==> src/rtl/cmd_proc.sv <==
`default_nettype none
// ============================================================================
// Module   : cmd_proc
// Purpose  : Knight command processor. Decodes UART commands, sequences gyro
//            calibration, and runs turn / ramp-up / ramp-down moves.
// Revision : 1.0 - initial release
// ============================================================================
module cmd_proc #(
    parameter int          FAST_SIM   = 1,
    parameter logic [11:0] ERR_THRESH = 12'h02C,
    parameter logic [9:0]  MAX_FRWRD  = 10'h300
) (
    input  logic        clk,
    input  logic        rst_n,
    input  logic [15:0] cmd,
    input  logic        cmd_rdy,
    output logic        clr_cmd_rdy,
    output logic        send_resp,
    output logic        strt_cal,
    input  logic        cal_done,
    output logic [11:0] heading,
    input  logic        heading_rdy,
    input  logic [11:0] error,
    output logic [9:0]  frwrd,
    output logic        moving,
    output logic        tour_go,
    output logic        fanfare_go,
    input  logic        cntrIR
);

    localparam logic [9:0] c_INC = (FAST_SIM != 0) ? 10'h020 : 10'h004;
    localparam logic [9:0] c_DEC = {c_INC[8:0], 1'b0};

    localparam logic [3:0] c_OP_CAL  = 4'h2;
    localparam logic [3:0] c_OP_MOVE = 4'h4;
    localparam logic [3:0] c_OP_FAN  = 4'h5;
    localparam logic [3:0] c_OP_TOUR = 4'h6;

    localparam logic [2:0] c_ST_IDLE      = 3'd0;
    localparam logic [2:0] c_ST_CAL       = 3'd1;
    localparam logic [2:0] c_ST_TURN      = 3'd2;
    localparam logic [2:0] c_ST_RAMP_UP   = 3'd3;
    localparam logic [2:0] c_ST_RAMP_DOWN = 3'd4;
    localparam logic [2:0] c_ST_DONE      = 3'd5;

    logic [2:0]  r_state;
    logic [11:0] r_heading;
    logic [9:0]  r_frwrd;
    logic [3:0]  r_squares;
    logic [4:0]  r_line_cnt;
    logic        r_fanfare_req;
    logic        r_moving;
    logic        r_strt_cal;
    logic        r_send_resp;
    logic        r_tour_go;
    logic        r_fanfare_go;
    logic        r_ir_q;

    logic [11:0] w_err_abs;
    logic        w_settled;
    logic        w_ir_rise;
    logic [10:0] w_up_sum;
    logic [9:0]  w_frwrd_up;
    logic [9:0]  w_frwrd_dn;
    logic [11:0] w_move_heading;
    logic        w_ramping;

    // Magnitude of the signed error; -2048 maps to 12'h800 which is never settled.
    assign w_err_abs  = error[11] ? (~error + 12'd1) : error;
    assign w_settled  = (w_err_abs < ERR_THRESH);
    assign w_ir_rise  = cntrIR & ~r_ir_q;
    assign w_ramping  = (r_state == c_ST_RAMP_UP) || (r_state == c_ST_RAMP_DOWN);

    assign w_up_sum   = {1'b0, r_frwrd} + {1'b0, c_INC};
    assign w_frwrd_up = (w_up_sum > {1'b0, MAX_FRWRD}) ? MAX_FRWRD : w_up_sum[9:0];
    assign w_frwrd_dn = (r_frwrd <= c_DEC) ? 10'h000 : (r_frwrd - c_DEC);

    assign w_move_heading = (cmd[11:4] == 8'h00) ? 12'h000 : {cmd[11:4], 4'hF};

    // Consumed combinationally so a command that leaves us in IDLE is never re-decoded.
    assign clr_cmd_rdy = (r_state == c_ST_IDLE) && cmd_rdy;

    assign heading    = r_heading;
    assign frwrd      = r_frwrd;
    assign moving     = r_moving;
    assign strt_cal   = r_strt_cal;
    assign send_resp  = r_send_resp;
    assign tour_go    = r_tour_go;
    assign fanfare_go = r_fanfare_go;

    always_ff @(posedge clk) begin
        if (!rst_n) begin
            r_state       <= c_ST_IDLE;
            r_heading     <= 12'h000;
            r_frwrd       <= 10'h000;
            r_squares     <= 4'h0;
            r_line_cnt    <= 5'h00;
            r_fanfare_req <= 1'b0;
            r_moving      <= 1'b0;
            r_strt_cal    <= 1'b0;
            r_send_resp   <= 1'b0;
            r_tour_go     <= 1'b0;
            r_fanfare_go  <= 1'b0;
            r_ir_q        <= 1'b0;
        end else begin
            r_strt_cal   <= 1'b0;
            r_send_resp  <= 1'b0;
            r_tour_go    <= 1'b0;
            r_fanfare_go <= 1'b0;
            r_ir_q       <= cntrIR;

            if (w_ramping && w_ir_rise && (r_line_cnt != 5'h1F))
                r_line_cnt <= r_line_cnt + 5'd1;

            case (r_state)
                c_ST_IDLE: begin
                    if (cmd_rdy) begin
                        case (cmd[15:12])
                            c_OP_CAL: begin
                                r_strt_cal <= 1'b1;
                                r_state    <= c_ST_CAL;
                            end
                            c_OP_MOVE, c_OP_FAN: begin
                                r_heading     <= w_move_heading;
                                r_squares     <= cmd[3:0];
                                r_fanfare_req <= (cmd[15:12] == c_OP_FAN);
                                r_line_cnt    <= 5'h00;
                                r_frwrd       <= 10'h000;
                                r_moving      <= 1'b1;
                                r_state       <= c_ST_TURN;
                            end
                            c_OP_TOUR: r_tour_go <= 1'b1;
                            default: ;
                        endcase
                    end
                end
                c_ST_CAL: begin
                    if (cal_done) begin
                        r_send_resp <= 1'b1;
                        r_state     <= c_ST_IDLE;
                    end
                end
                c_ST_TURN: begin
                    if (heading_rdy && w_settled) begin
                        if (r_squares != 4'h0) begin
                            r_state <= c_ST_RAMP_UP;
                        end else begin
                            r_moving     <= 1'b0;
                            r_send_resp  <= 1'b1;
                            r_fanfare_go <= r_fanfare_req;
                            r_state      <= c_ST_DONE;
                        end
                    end
                end
                c_ST_RAMP_UP: begin
                    if (r_line_cnt == {r_squares, 1'b0})
                        r_state <= c_ST_RAMP_DOWN;
                    else if (heading_rdy)
                        r_frwrd <= w_frwrd_up;
                end
                c_ST_RAMP_DOWN: begin
                    if (r_frwrd == 10'h000) begin
                        r_moving     <= 1'b0;
                        r_send_resp  <= 1'b1;
                        r_fanfare_go <= r_fanfare_req;
                        r_state      <= c_ST_DONE;
                    end else if (heading_rdy) begin
                        r_frwrd <= w_frwrd_dn;
                    end
                end
                c_ST_DONE: r_state <= c_ST_IDLE;
                default:   r_state <= c_ST_IDLE;
            endcase
        end
    end

endmodule
`default_nettype wire
==> config.mk <==
export PLATFORM = sky130hd
export DESIGN_NAME = cmd_proc
export DESIGN_NICKNAME = d
export VERILOG_FILES = /design/src/rtl/cmd_proc.sv
export SDC_FILE = /design/constraint.sdc
export NUM_CORES = 1
export LEC_CHECK = 0
export CORE_ASPECT_RATIO = 0.5
export CORE_UTILIZATION = 38
export CTS_BUF_LIST = sky130_fd_sc_hd__clkbuf_8
export DETAILED_ROUTE_END_ITERATION = 8
export PLACE_DENSITY_LB_ADDON = 0.1
export SLEW_MARGIN = 20
export SYNTH_ARGS = -nofsm -noshare
export SYNTH_HDL_FRONTEND = slang
export SYNTH_SLANG_ARGS = --single-unit
==> constraint.sdc <==
create_clock -name clk -period 2.6 [get_ports clk]
set_clock_uncertainty 0.05 [all_clocks]
set_input_delay 0.52 -clock clk [delete_from_list [all_inputs] [get_ports clk]]
set_output_delay 0.52 -clock clk [all_outputs]
set_load 0.02 [all_outputs]
==> flow_summary.ini <==
[sta]
whs_ps = 417
finalCritPeriodShare_pct = 94.4
finalCriticalPeriod_ps = 2450
slew_violations = 0
hold_violations = 0
post-route-worst-setup-slack_ps = 147
setup_violations = 0
slew_headroom_pct = 59.5
setup_tns_ps = 0
worstMarginPinSlew_ps = 602
max_freq_mhz = 408
rsz0062_at_grt = false

[placed_design]
dpl.cell_count = 369
place_ws_ps = 15.7
io_buffers = 56
place_area_mm2 = 0.00265
place_hpwl_um = 3630
routabilityCongestion = 0.822

[floorplanning]
fp-row-count = 18
initial_core_util_pct = 40.6
die-area_mm2 = 0.00570
die_x_um = 106
die_h_um = 53.9
core_mm2 = 0.00504
ios = 62

[clocking]
cts_root_buf = clkbuf_8
clock_latency_ps = 280
ctsHtreeMaxLevel = 2
cts_resized = 0
cts_hold_buf = 0
cts-buffers-inserted = 5
clock-sinks = 33
cts_tree = done
cts_buffer_depth = 2
cts_setup_buffers = 0
clk_pin_slew_ps = 60

[finish]
area_growth_pct = 33.1
drive_gt1_share_pct = 7.87
layout_commonest_cell = clkdlybuf4s50_1
final_cells = 375
diodes = 0
final_cell_area_mm2 = 0.00272
fin_util_pct = 54.0
final_nets = 347
final.fill_count = 494
layout_common_cells = 56 x clkdlybuf4s50_1, 41 x nand2_1, 33 x dfxtp_1, 23 x nor2_1, 16 x a21boi_0

[worst_setup_path]
cp_slowest_cell = clkdlybuf4s50_1
critical_path_class = flop to primary output
crit_path_end_kind = primary output
required_ps = 2030
cp.arrival_ps = 1880
slowest_delay_ps = 600
reg2reg_depth = 8
worstPathCellList = nor3_1, nand2_1, inv_1, clkdlybuf4s50_1
critPathMaxFanout = 12
start_kind = flop

[yosys]
yosysSeqAreaShare_pct = 32.3
synth-edff-count = 0
syn_inst = 251
yosysWarnings = 0
avgSynthCellArea_um2 = 8.15
ys_dominant_reg_cell = dfxtp_1
synth_async_sr_flop_share_pct = 0
synth_cell_type_count = 57
synth.cell_area_mm2 = 0.00205
ys_ff_latch = 33

[drt]
wirelength_um = 4790
wl_per_cell_um = 12.8
num_vias = 1930
drtIter0Drc = 69
firstDrtPassIters = 4
drc = 0
vias_per_cell = 5.15
ant_nets = 0

[power]
ir_drop_uv = 264
p_per_area_mw_per_mm2 = 386
p_total_mw = 1.05
p_leak_nw = 1.04

[global_routing]
antenna_found_initial = 0
grt_pass1_wl_um = 7910
grt_usage_pct = 17.8
grt_pass1_vias = 1768
grt_max_degree = 19
gr-total-overflow = 0

[min_path]
hold_depth = 2
min_path_type = flop to flop

[job]
cap_violations = 0

[status]
status = finished, final reports clean
[power breakdown]
group | internal, mW | switching [mW] | total [mW]
Clock | 0.176 | 0.168 | 0.344
Combinational | 0.0970 | 0.0846 | 0.182
Sequential | 0.516 | 0.00884 | 0.525
[cell usage after synthesis, types with 2 or more instances]
library cell	number	share of area [%]
nand2_1	41	7.5
dfxtp_1	33	32
nor2_1	23	4.2
a21boi_0	16	5.9
buf_4	10	3.7
inv_1	10	1.8
a21oi_1	8	2.0
ha_1	7	4.3
o21ai_0	7	1.7
clkbuf_1	6	1.1
nand3_1	6	1.5
xnor2_1	6	2.6
nor3_1	4	0.98
o31ai_1	4	1.5
and3_1	3	0.92
buf_2	3	0.73
nand4_1	3	0.92
nor4_1	3	0.92
o211a_1	3	1.5
or4_1	3	1.1
xor2_1	3	1.3
a311oi_1	2	0.86
and2_1	2	0.61
mux2i_1	2	0.98
nand3b_1	2	0.73
nor2b_1	2	0.61
nor3b_1	2	0.73
o211ai_1	2	0.73
o21ai_1	2	0.49
o22a_1	2	0.86
o22ai_1	2	0.61
o2bb2ai_1	2	0.86
or2_2	2	0.61
or3b_1	2	0.86
[cell type report]
type	instances	area, µm²	share of cell area (%)
multi-input cells	193	1250	45.9
flip-flops and latches	33	661	24.3
repair buffers	63	613	22.5
well taps	70	87.6	3.22
clock buffers	5	68.8	2.53
inverters	10	37.5	1.38
clock inverters	1	5.00	0.184
[sequential cells by signal, indices dropped and copies added (netlist names)]
name           cells
send_resp          1
frwrd              5
tour_go            1
r_fanfare_req      1
r_squares          4
r_line_cnt         5
fanfare_go         1
strt_cal           1
moving             1
heading            9
r_state            3
r_ir_q             1
[layer usage]
metal  GRT usage, %  vias to the layer above  part of all wire (%)
met5              0                        -                     0
met3           5.33                        8                   5.9
met1           22.1                      888                    49
met2           30.3                       46                    44
li1               -                      988                     -
met4           6.25                        0                   1.2
[worst paths after layout]
| kind | from | endpoint | slack [ps] |
|---|---|---|---|
| min reg2reg | heading[9] | heading[9] | 420 |
| max reg2reg | frwrd[5] | frwrd[5] | 370 |
| max | r_state[2] | clr_cmd_rdy | 150 |
| min | heading[9] | heading[9] | 420 |
[cell families (layout without fill, tap and decap cells)]
| group | Yosys count | after routing | synth area share, % |
|---|---|---|---|
| simple gates | 107 | 107 | 28.0 |
| compound gates | 62 | 62 | 22.6 |
| flops | 33 | 33 | 32.3 |
| buf+inv | 29 | 79 | 7.34 |
| xor+xnor | 9 | 9 | 3.85 |
| fa+ha+maj | 7 | 7 | 4.28 |
| mux | 3 | 3 | 1.53 |
| other cells | 1 | 5 | 0.183 |
[worst max-delay path: cells and delay by family, from the launching register on]
family        cells  cell delay [ps]
simple gates      2              460
buf+inv           2              700
flops             1              440
Note: power is estimated with default switching activity, not from simulation.
